==> src/rtl/pong_gfx_pkg.sv <==
// Shared constants, state encoding and helpers for the pong graphics path.
package pong_gfx_pkg;

  localparam int SCREEN_W = 64;
  localparam int SCREEN_H = 32;
  localparam int X_W      = 6;
  localparam int Y_W      = 5;
  localparam int COL_W    = 3;
  localparam int NUM_PIX  = SCREEN_W * SCREEN_H;

  localparam logic [COL_W-1:0] COL_BLACK = 3'b000;
  localparam logic [COL_W-1:0] COL_WHITE = 3'b111;

  typedef enum logic [1:0] {
    IDLE   = 2'd0,
    LOCKED = 2'd1,
    CLEAR  = 2'd2
  } arb_state_e;

  // Bits needed to index n items; never less than one.
  function automatic int idx_w(input int n);
    return (n > 1) ? $clog2(n) : 1;
  endfunction

endpackage

==> src/rtl/vga_plot_arbiter_if.sv <==
// Requester-side pixel bus plus the registered VGA write port of the arbiter.
interface vga_plot_arbiter_if #(
  parameter int NUM_REQ = 3
);
  import pong_gfx_pkg::*;

  logic [NUM_REQ-1:0]       req_valid;
  logic [NUM_REQ-1:0]       req_last;
  logic [NUM_REQ*X_W-1:0]   req_x;
  logic [NUM_REQ*Y_W-1:0]   req_y;
  logic [NUM_REQ*COL_W-1:0] req_colour;
  logic [NUM_REQ-1:0]       req_ready;
  logic [X_W-1:0]           x;
  logic [Y_W-1:0]           y;
  logic [COL_W-1:0]         colour;
  logic                     plot;
  logic                     busy;

  // Drawing side: renderers driving beats and watching the adapter port.
  modport master (
    output req_valid, req_last, req_x, req_y, req_colour,
    input  req_ready, x, y, colour, plot, busy
  );

  // Arbiter side.
  modport slave (
    input  req_valid, req_last, req_x, req_y, req_colour,
    output req_ready, x, y, colour, plot, busy
  );

endinterface

==> src/rtl/vga_plot_arbiter_rr_pick.sv <==
// Round-robin picker: first set request at or above i_ptr, wrapping to 0.
module rr_pick #(
  parameter int NUM_REQ = 3,
  parameter int IDX_W   = pong_gfx_pkg::idx_w(NUM_REQ)
) (
  input  logic [NUM_REQ-1:0] i_req,
  input  logic [IDX_W-1:0]   i_ptr,
  output logic [NUM_REQ-1:0] o_gnt,
  output logic [IDX_W-1:0]   o_idx
);

  logic             w_found;
  logic [IDX_W:0]   w_sum;
  logic [IDX_W-1:0] w_j;

  // Walk the requesters in priority order starting at the pointer.
  always_comb begin
    o_gnt   = '0;
    o_idx   = '0;
    w_found = 1'b0;
    w_sum   = '0;
    w_j     = '0;
    for (int k = 0; k < NUM_REQ; k++) begin
      w_sum = {1'b0, i_ptr} + (IDX_W+1)'(k);
      if (w_sum >= (IDX_W+1)'(NUM_REQ)) w_sum = w_sum - (IDX_W+1)'(NUM_REQ);
      w_j = w_sum[IDX_W-1:0];
      if (!w_found && i_req[w_j]) begin
        o_gnt[w_j] = 1'b1;
        o_idx      = w_j;
        w_found    = 1'b1;
      end
    end
  end

endmodule

==> src/rtl/vga_plot_arbiter.sv <==
// Shares the VGA pixel-write port among NUM_REQ renderers. Round-robin in
// IDLE, burst lock until req_last (or an owner idle timeout), one registered
// pixel per clock. Optional macro VGA_CLEAR_EN adds a full-screen black sweep
// after reset before any requester is served.
module vga_plot_arbiter
  import pong_gfx_pkg::*;
#(
  parameter int NUM_REQ      = 3,
  parameter int LOCK_TIMEOUT = 16
) (
  input logic               clk,
  input logic               reset,
  vga_plot_arbiter_if.slave bus
);

  localparam int IDX_W = idx_w(NUM_REQ);
  localparam int TW    = idx_w(LOCK_TIMEOUT);

`ifdef VGA_CLEAR_EN
  localparam int         CLR_W     = $clog2(NUM_PIX) + 1;
  localparam arb_state_e RST_STATE = CLEAR;
`else
  localparam arb_state_e RST_STATE = IDLE;
`endif

  arb_state_e       r_state, w_nxt_state;
  logic [IDX_W-1:0] r_owner, w_nxt_owner;
  logic [IDX_W-1:0] r_rr_ptr, w_nxt_ptr;
  logic [TW-1:0]    r_tcnt, w_nxt_tcnt;
`ifdef VGA_CLEAR_EN
  logic [CLR_W-1:0] r_clr_cnt, w_nxt_clr;
  logic             w_clr_done;
`endif

  logic [X_W-1:0]   r_x;
  logic [Y_W-1:0]   r_y;
  logic [COL_W-1:0] r_col;
  logic             r_plot;

  logic [NUM_REQ-1:0] w_pick_gnt, w_gnt;
  logic [IDX_W-1:0]   w_pick_idx, w_idx;
  logic               w_acc, w_last;

  logic [X_W-1:0]   w_x   [NUM_REQ];
  logic [Y_W-1:0]   w_y   [NUM_REQ];
  logic [COL_W-1:0] w_col [NUM_REQ];

  for (genvar g = 0; g < NUM_REQ; g++) begin : g_unpack
    assign w_x[g]   = bus.req_x[g*X_W +: X_W];
    assign w_y[g]   = bus.req_y[g*Y_W +: Y_W];
    assign w_col[g] = bus.req_colour[g*COL_W +: COL_W];
  end

  function automatic logic [IDX_W-1:0] ptr_inc(input logic [IDX_W-1:0] p);
    return (p == IDX_W'(NUM_REQ-1)) ? '0 : p + 1'b1;
  endfunction

  rr_pick #(.NUM_REQ(NUM_REQ), .IDX_W(IDX_W)) u_pick (
    .i_req (bus.req_valid),
    .i_ptr (r_rr_ptr),
    .o_gnt (w_pick_gnt),
    .o_idx (w_pick_idx)
  );

  // Grant: locked owner, else round-robin pick; nothing while in reset/clear.
  always_comb begin
    w_gnt = '0;
    w_idx = r_owner;
    case (r_state)
      LOCKED:  w_gnt[r_owner] = 1'b1;
      IDLE: begin
        w_gnt = w_pick_gnt;
        w_idx = w_pick_idx;
      end
      default: w_gnt = '0;
    endcase
    if (reset) w_gnt = '0;
  end

  assign w_acc  = |(bus.req_valid & w_gnt);
  assign w_last = bus.req_last[w_idx];

`ifdef VGA_CLEAR_EN
  // Sweep runs one count past the last pixel so busy covers its plot cycle.
  assign w_clr_done = (r_clr_cnt == CLR_W'(NUM_PIX));
`endif

  // Next-state: lock on multi-beat bursts, release on last beat or timeout.
  always_comb begin
    w_nxt_state = r_state;
    w_nxt_owner = r_owner;
    w_nxt_ptr   = r_rr_ptr;
    w_nxt_tcnt  = r_tcnt;
`ifdef VGA_CLEAR_EN
    w_nxt_clr   = r_clr_cnt;
`endif
    case (r_state)
      IDLE: begin
        if (w_acc) begin
          if (w_last) begin
            w_nxt_ptr = ptr_inc(w_idx);
          end else begin
            w_nxt_state = LOCKED;
            w_nxt_owner = w_idx;
            w_nxt_tcnt  = '0;
          end
        end
      end
      LOCKED: begin
        if (w_acc) begin
          w_nxt_tcnt = '0;
          if (w_last) begin
            w_nxt_state = IDLE;
            w_nxt_ptr   = ptr_inc(r_owner);
          end
        end else if (r_tcnt == TW'(LOCK_TIMEOUT-1)) begin
          // Owner went quiet too long; hand the port back without plotting.
          w_nxt_state = IDLE;
          w_nxt_ptr   = ptr_inc(r_owner);
          w_nxt_tcnt  = '0;
        end else begin
          w_nxt_tcnt = r_tcnt + 1'b1;
        end
      end
`ifdef VGA_CLEAR_EN
      CLEAR: begin
        if (w_clr_done) begin
          w_nxt_state = IDLE;
          w_nxt_clr   = '0;
        end else begin
          w_nxt_clr = r_clr_cnt + 1'b1;
        end
      end
`endif
      default: w_nxt_state = IDLE;
    endcase
  end

  // Arbitration state registers.
  always_ff @(posedge clk) begin
    if (reset) begin
      r_state   <= RST_STATE;
      r_owner   <= '0;
      r_rr_ptr  <= '0;
      r_tcnt    <= '0;
`ifdef VGA_CLEAR_EN
      r_clr_cnt <= '0;
`endif
    end else begin
      r_state   <= w_nxt_state;
      r_owner   <= w_nxt_owner;
      r_rr_ptr  <= w_nxt_ptr;
      r_tcnt    <= w_nxt_tcnt;
`ifdef VGA_CLEAR_EN
      r_clr_cnt <= w_nxt_clr;
`endif
    end
  end

  // Registered pixel port: accepted beat (or clear pixel) shows up next clk.
  always_ff @(posedge clk) begin
    if (reset) begin
      r_x    <= '0;
      r_y    <= '0;
      r_col  <= COL_BLACK;
      r_plot <= 1'b0;
    end else begin
      r_plot <= 1'b0;
      if (w_acc) begin
        r_x    <= w_x[w_idx];
        r_y    <= w_y[w_idx];
        r_col  <= w_col[w_idx];
        r_plot <= 1'b1;
      end
`ifdef VGA_CLEAR_EN
      if (r_state == CLEAR && !w_clr_done) begin
        r_x    <= r_clr_cnt[X_W-1:0];
        r_y    <= r_clr_cnt[X_W +: Y_W];
        r_col  <= COL_BLACK;
        r_plot <= 1'b1;
      end
`endif
    end
  end

  assign bus.req_ready = w_gnt;
  assign bus.x         = r_x;
  assign bus.y         = r_y;
  assign bus.colour    = r_col;
  assign bus.plot      = r_plot;
  assign bus.busy      = (r_state != IDLE);

endmodule

==> src/flat_wrapper.sv <==
// flat-port wrapper written by rule: the top's interface ports become plain ports
module vga_plot_arbiter_flat import pong_gfx_pkg::*;
#(
  parameter int NUM_REQ      = 3,
  parameter int LOCK_TIMEOUT = 16
)
  (clk, reset, bus_req_valid, bus_req_last, bus_req_x, bus_req_y, bus_req_colour, bus_req_ready, bus_x, bus_y, bus_colour, bus_plot, bus_busy);
  vga_plot_arbiter_if #(.NUM_REQ(NUM_REQ)) bus_i ();
  input logic clk;
  input logic reset;
  input wire logic [$bits(bus_i.req_valid)-1:0] bus_req_valid;
  input wire logic [$bits(bus_i.req_last)-1:0] bus_req_last;
  input wire logic [$bits(bus_i.req_x)-1:0] bus_req_x;
  input wire logic [$bits(bus_i.req_y)-1:0] bus_req_y;
  input wire logic [$bits(bus_i.req_colour)-1:0] bus_req_colour;
  output wire logic [$bits(bus_i.req_ready)-1:0] bus_req_ready;
  output wire logic [$bits(bus_i.x)-1:0] bus_x;
  output wire logic [$bits(bus_i.y)-1:0] bus_y;
  output wire logic [$bits(bus_i.colour)-1:0] bus_colour;
  output wire logic [$bits(bus_i.plot)-1:0] bus_plot;
  output wire logic [$bits(bus_i.busy)-1:0] bus_busy;
  assign bus_i.req_valid = bus_req_valid;
  assign bus_i.req_last = bus_req_last;
  assign bus_i.req_x = bus_req_x;
  assign bus_i.req_y = bus_req_y;
  assign bus_i.req_colour = bus_req_colour;
  assign bus_req_ready = bus_i.req_ready;
  assign bus_x = bus_i.x;
  assign bus_y = bus_i.y;
  assign bus_colour = bus_i.colour;
  assign bus_plot = bus_i.plot;
  assign bus_busy = bus_i.busy;
  vga_plot_arbiter #(.NUM_REQ(NUM_REQ), .LOCK_TIMEOUT(LOCK_TIMEOUT)) u_core (.clk(clk), .reset(reset), .bus(bus_i));
endmodule
==> config.mk <==
export PLATFORM = sky130hd
export DESIGN_NAME = vga_plot_arbiter_flat
export DESIGN_NICKNAME = d
export VERILOG_FILES = /design/src/rtl/pong_gfx_pkg.sv /design/src/rtl/vga_plot_arbiter_if.sv /design/src/rtl/vga_plot_arbiter_rr_pick.sv /design/src/rtl/vga_plot_arbiter.sv /design/src/flat_wrapper.sv
export SDC_FILE = /design/constraint.sdc
export NUM_CORES = 1
export LEC_CHECK = 0
export ABC_AREA = 1
export CORE_MARGIN = 1.5
export CORE_UTILIZATION = 35
export CTS_BUF_LIST = sky130_fd_sc_hd__clkbuf_4 sky130_fd_sc_hd__clkbuf_8 sky130_fd_sc_hd__clkbuf_16
export DETAILED_ROUTE_END_ITERATION = 16
export HOLD_SLACK_MARGIN = 0.06
export PLACE_DENSITY_LB_ADDON = 0.3
export SYNTH_ARGS = -nofsm -noshare
export SYNTH_HDL_FRONTEND = slang
export SYNTH_SLANG_ARGS = --single-unit
==> constraint.sdc <==
create_clock -name clk -period 3.15 [get_ports clk]
set_clock_uncertainty 0.05 [all_clocks]
set_input_delay 0.4725 -clock clk [delete_from_list [all_inputs] [get_ports clk]]
set_output_delay 0.4725 -clock clk [all_outputs]
set_load 0.01 [all_outputs]
==> impl_metrics.yaml <==
logic_synthesis:
  synth_area_mm2: 0.00169
  synth-edff-count: 0
  yosysUniqueCellTypes: 27
  ys_warn_count: 0
  synth_async_sr_flop_share: 0
  ys_seq_area_frac: 0.284
  synth_ff_type: "dfxtp_1"
  ys_ff_latch: 24
  syn_area_per_cell_um2: 6.81
  synth.net_count: 303
  netlist_instances: 248
clock_network:
  cts.sinks: 24
  cts_inserted_buffers: 3
  cts.hold.buffers_added: 0
  clock_latency_ns: 0.27
  clk_pin_slew_ns: 0.08
  clock_path_buffers: 2
  cts_tree: "built"
  htreeDepth: 1
  root_buffer: "clkbuf_8"
  post_cts_buffers: 0
detailed_routing:
  drtIter0Drc: 60
  avgRoutedWirePerCell_um: 11.7
  route.detailed.drc: 0
  totalWireLength_mm: 4.31
  detail-route-antenna-nets: 0
  vias: 1833
  viasPerCell: 4.99
  dr.pass1.iters: 6
grt:
  grt_pass1_wl_mm: 7.07
  overflow: 0
  grt_pass1_vias: 1675
  antenna_found_initial: 0
  grt_max_degree: 28
  grt_use_total: 0.170
min_path:
  worstHoldPathType: "register to register"
  hold_end: "u_core.bus.y[3]"
  whs_path_depth: 2
  hold_start: "u_core.bus.y[3]"
layout:
  insertedDiodeCount: 0
  layout_common_cells: "nand2_1 (68), clkdlybuf4s50_1 (68), nand3_1 (28)"
  final_net_count: 370
  drive_gt1_frac: 0.112
  syn_to_final_growth_pct: 44.0
  n_fill_cell: 484
outcome:
  status: "complete, no violations"
sta:
  finalMaxSlewViolations: 0
  rsz0062_at_grt: "no"
  hold_viol: 0
  max-slew-margin-rel: 0.535
  fin_crit_ns: 2.92
  setup_violations: 0
  tightest_slew_ns: 0.697
  min_period_over_period: 0.927
  fmax_ghz: 0.343
  finalSetupTns_ns: 0
power:
  cellLeakagePower_nw: 1.04
  power.density_mw_per_mm2: 1150
  power.total_mw: 2.79
  ir_drop_uv: 419
placement:
  place.gp.congestion: 0.865
  dp_hpwl_mm: 3.31
  port-buffer-count: 68
floorplan:
  io_pins: 69
  rows: 25
  die_y_um: 72.5
  core_area_mm2: 0.00469
  dieWidth_um: 72.5
  start_util: 0.360
  fp.dieArea_mm2: 0.00525
critical_path:
  r2r-end: "u_core.r_owner[1]"
  regToRegSetupSlack_ns: 0.57
  cp-end-kind: "output pin"
  crit_type: "register to output pin"
  cp.arrival_ns: 2.40
  path_max_fanout: 6
  r2r_cells: 14
  worstPathRequired_ns: 2.63
  critPathLaunchType: "register"
  timing.rr.start: "u_core.r_rr_ptr[0]"
  startpoint: "u_core.r_rr_ptr[0]"
job:
  maxCapViolCount: 0
[per-stage QoR]
stage                     instances  cell area (um^2)  setup slack, ns  hold WS, ns   util
after floorplan                 248              1690            0.975        0.421      -
after global placement          364              2390            0.293        0.401  0.509
after detailed placement        364              2390            0.284        0.409  0.509
after CTS                       367              2430            0.140        0.424  0.518
after global routing            367              2430           0.0280        0.451  0.518
final                           367              2430            0.231        0.422  0.518
[cell type report]
| class | count | area, um^2 | area share |
|---|---|---|---|
| multi-input cells | 190 | 1050 | 0.432 |
| repair buffers | 70 | 696 | 0.286 |
| flip-flops and latches | 24 | 480 | 0.198 |
| inverters | 26 | 97.6 | 0.0401 |
| well taps | 54 | 67.6 | 0.0278 |
| clock buffers | 3 | 41.3 | 0.0170 |
[worst max-delay path by stage]
stage	slack [ns]	cells after the start	end
floorplan	0.97	14	u_core.r_owner[1]
global placement	0.29	10	bus_req_ready[2]
detailed placement	0.28	10	bus_req_ready[2]
CTS	0.14	12	bus_req_ready[2]
global route	0.03	12	bus_req_ready[1]
finish	0.23	12	bus_req_ready[2]
[worst max-delay path, stage by stage (launching register included)]
cell and delay (ns):
dfxtp_1 0.38, inv_1 0.08, ha_2 0.33, inv_1 0.10, nand2_1 0.06, nand3_1 0.07
nand2_2 0.09, nor2_4 0.14, nand3_1 0.11, nand3_1 0.13, nand2_1 0.06, inv_1 0.05
clkdlybuf4s50_1 0.52
[routing by layer]
layer | track usage | share of wire
met5 | 0 | 0
met3 | 0.0597 | 0.093
met2 | 0.285 | 0.47
met1 | 0.203 | 0.43
met4 | 0.0566 | 0.013
[cell families (layout without fill, tap and decap cells)]
kind of cell               after synthesis  after routing  share of synthesized area
and+or+nand+nor                        137            137                      0.410
AOI/OAI and AO/OA                       47             47                      0.168
buffers and inverters                   34             99                     0.0955
DFF                                     24             24                      0.284
adders and majority gates                5              5                     0.0370
xor gates and xnor gates                 1              1                    0.00519
[what timing repair did]
action / CTS / global route
setup endpoints to repair: 0 / 3
hold endpoints to repair: 0 / 0
gates resized for setup: 0 / 1
[synthesized netlist by cell type, types with 3 or more instances]
cell / instances / area, um^2
buf_6: 4 / 45.0
ha_1: 5 / 62.6
inv_2: 4 / 15.0
a31oi_1: 8 / 50.1
o21ai_0: 11 / 55.1
o21ai_1: 3 / 15.0
a21oi_1: 12 / 60.1
dfxtp_1: 24 / 480
a22oi_1: 8 / 60.1
inv_1: 22 / 82.6
nor2_1: 12 / 45.0
nand4_1: 6 / 37.5
buf_2: 3 / 15.0
nand2_2: 9 / 56.3
o21ai_2: 3 / 26.3
nand3_2: 4 / 40.0
nand3_1: 28 / 140
nand2_1: 68 / 255
nand2_4: 3 / 33.8
[flip-flops by register name, indices dropped and copies added, names as in the netlist]
| name | flops |
|---|---|
| u_core.r_state | 1 |
| u_core.r_owner | 2 |
| u_core.bus.y | 5 |
| u_core.r_rr_ptr | 2 |
| u_core.bus.plot | 1 |
| u_core.bus.colour | 3 |
| u_core.r_tcnt | 4 |
| u_core.bus.x | 6 |
[report_power, final]
part	internal, mW	switching [mW]	total [mW]
logic	0.796	1.31	2.10
registers	0.425	0.0786	0.504
clock network	0.0857	0.0983	0.184
Power figures use the tool's default switching activity.
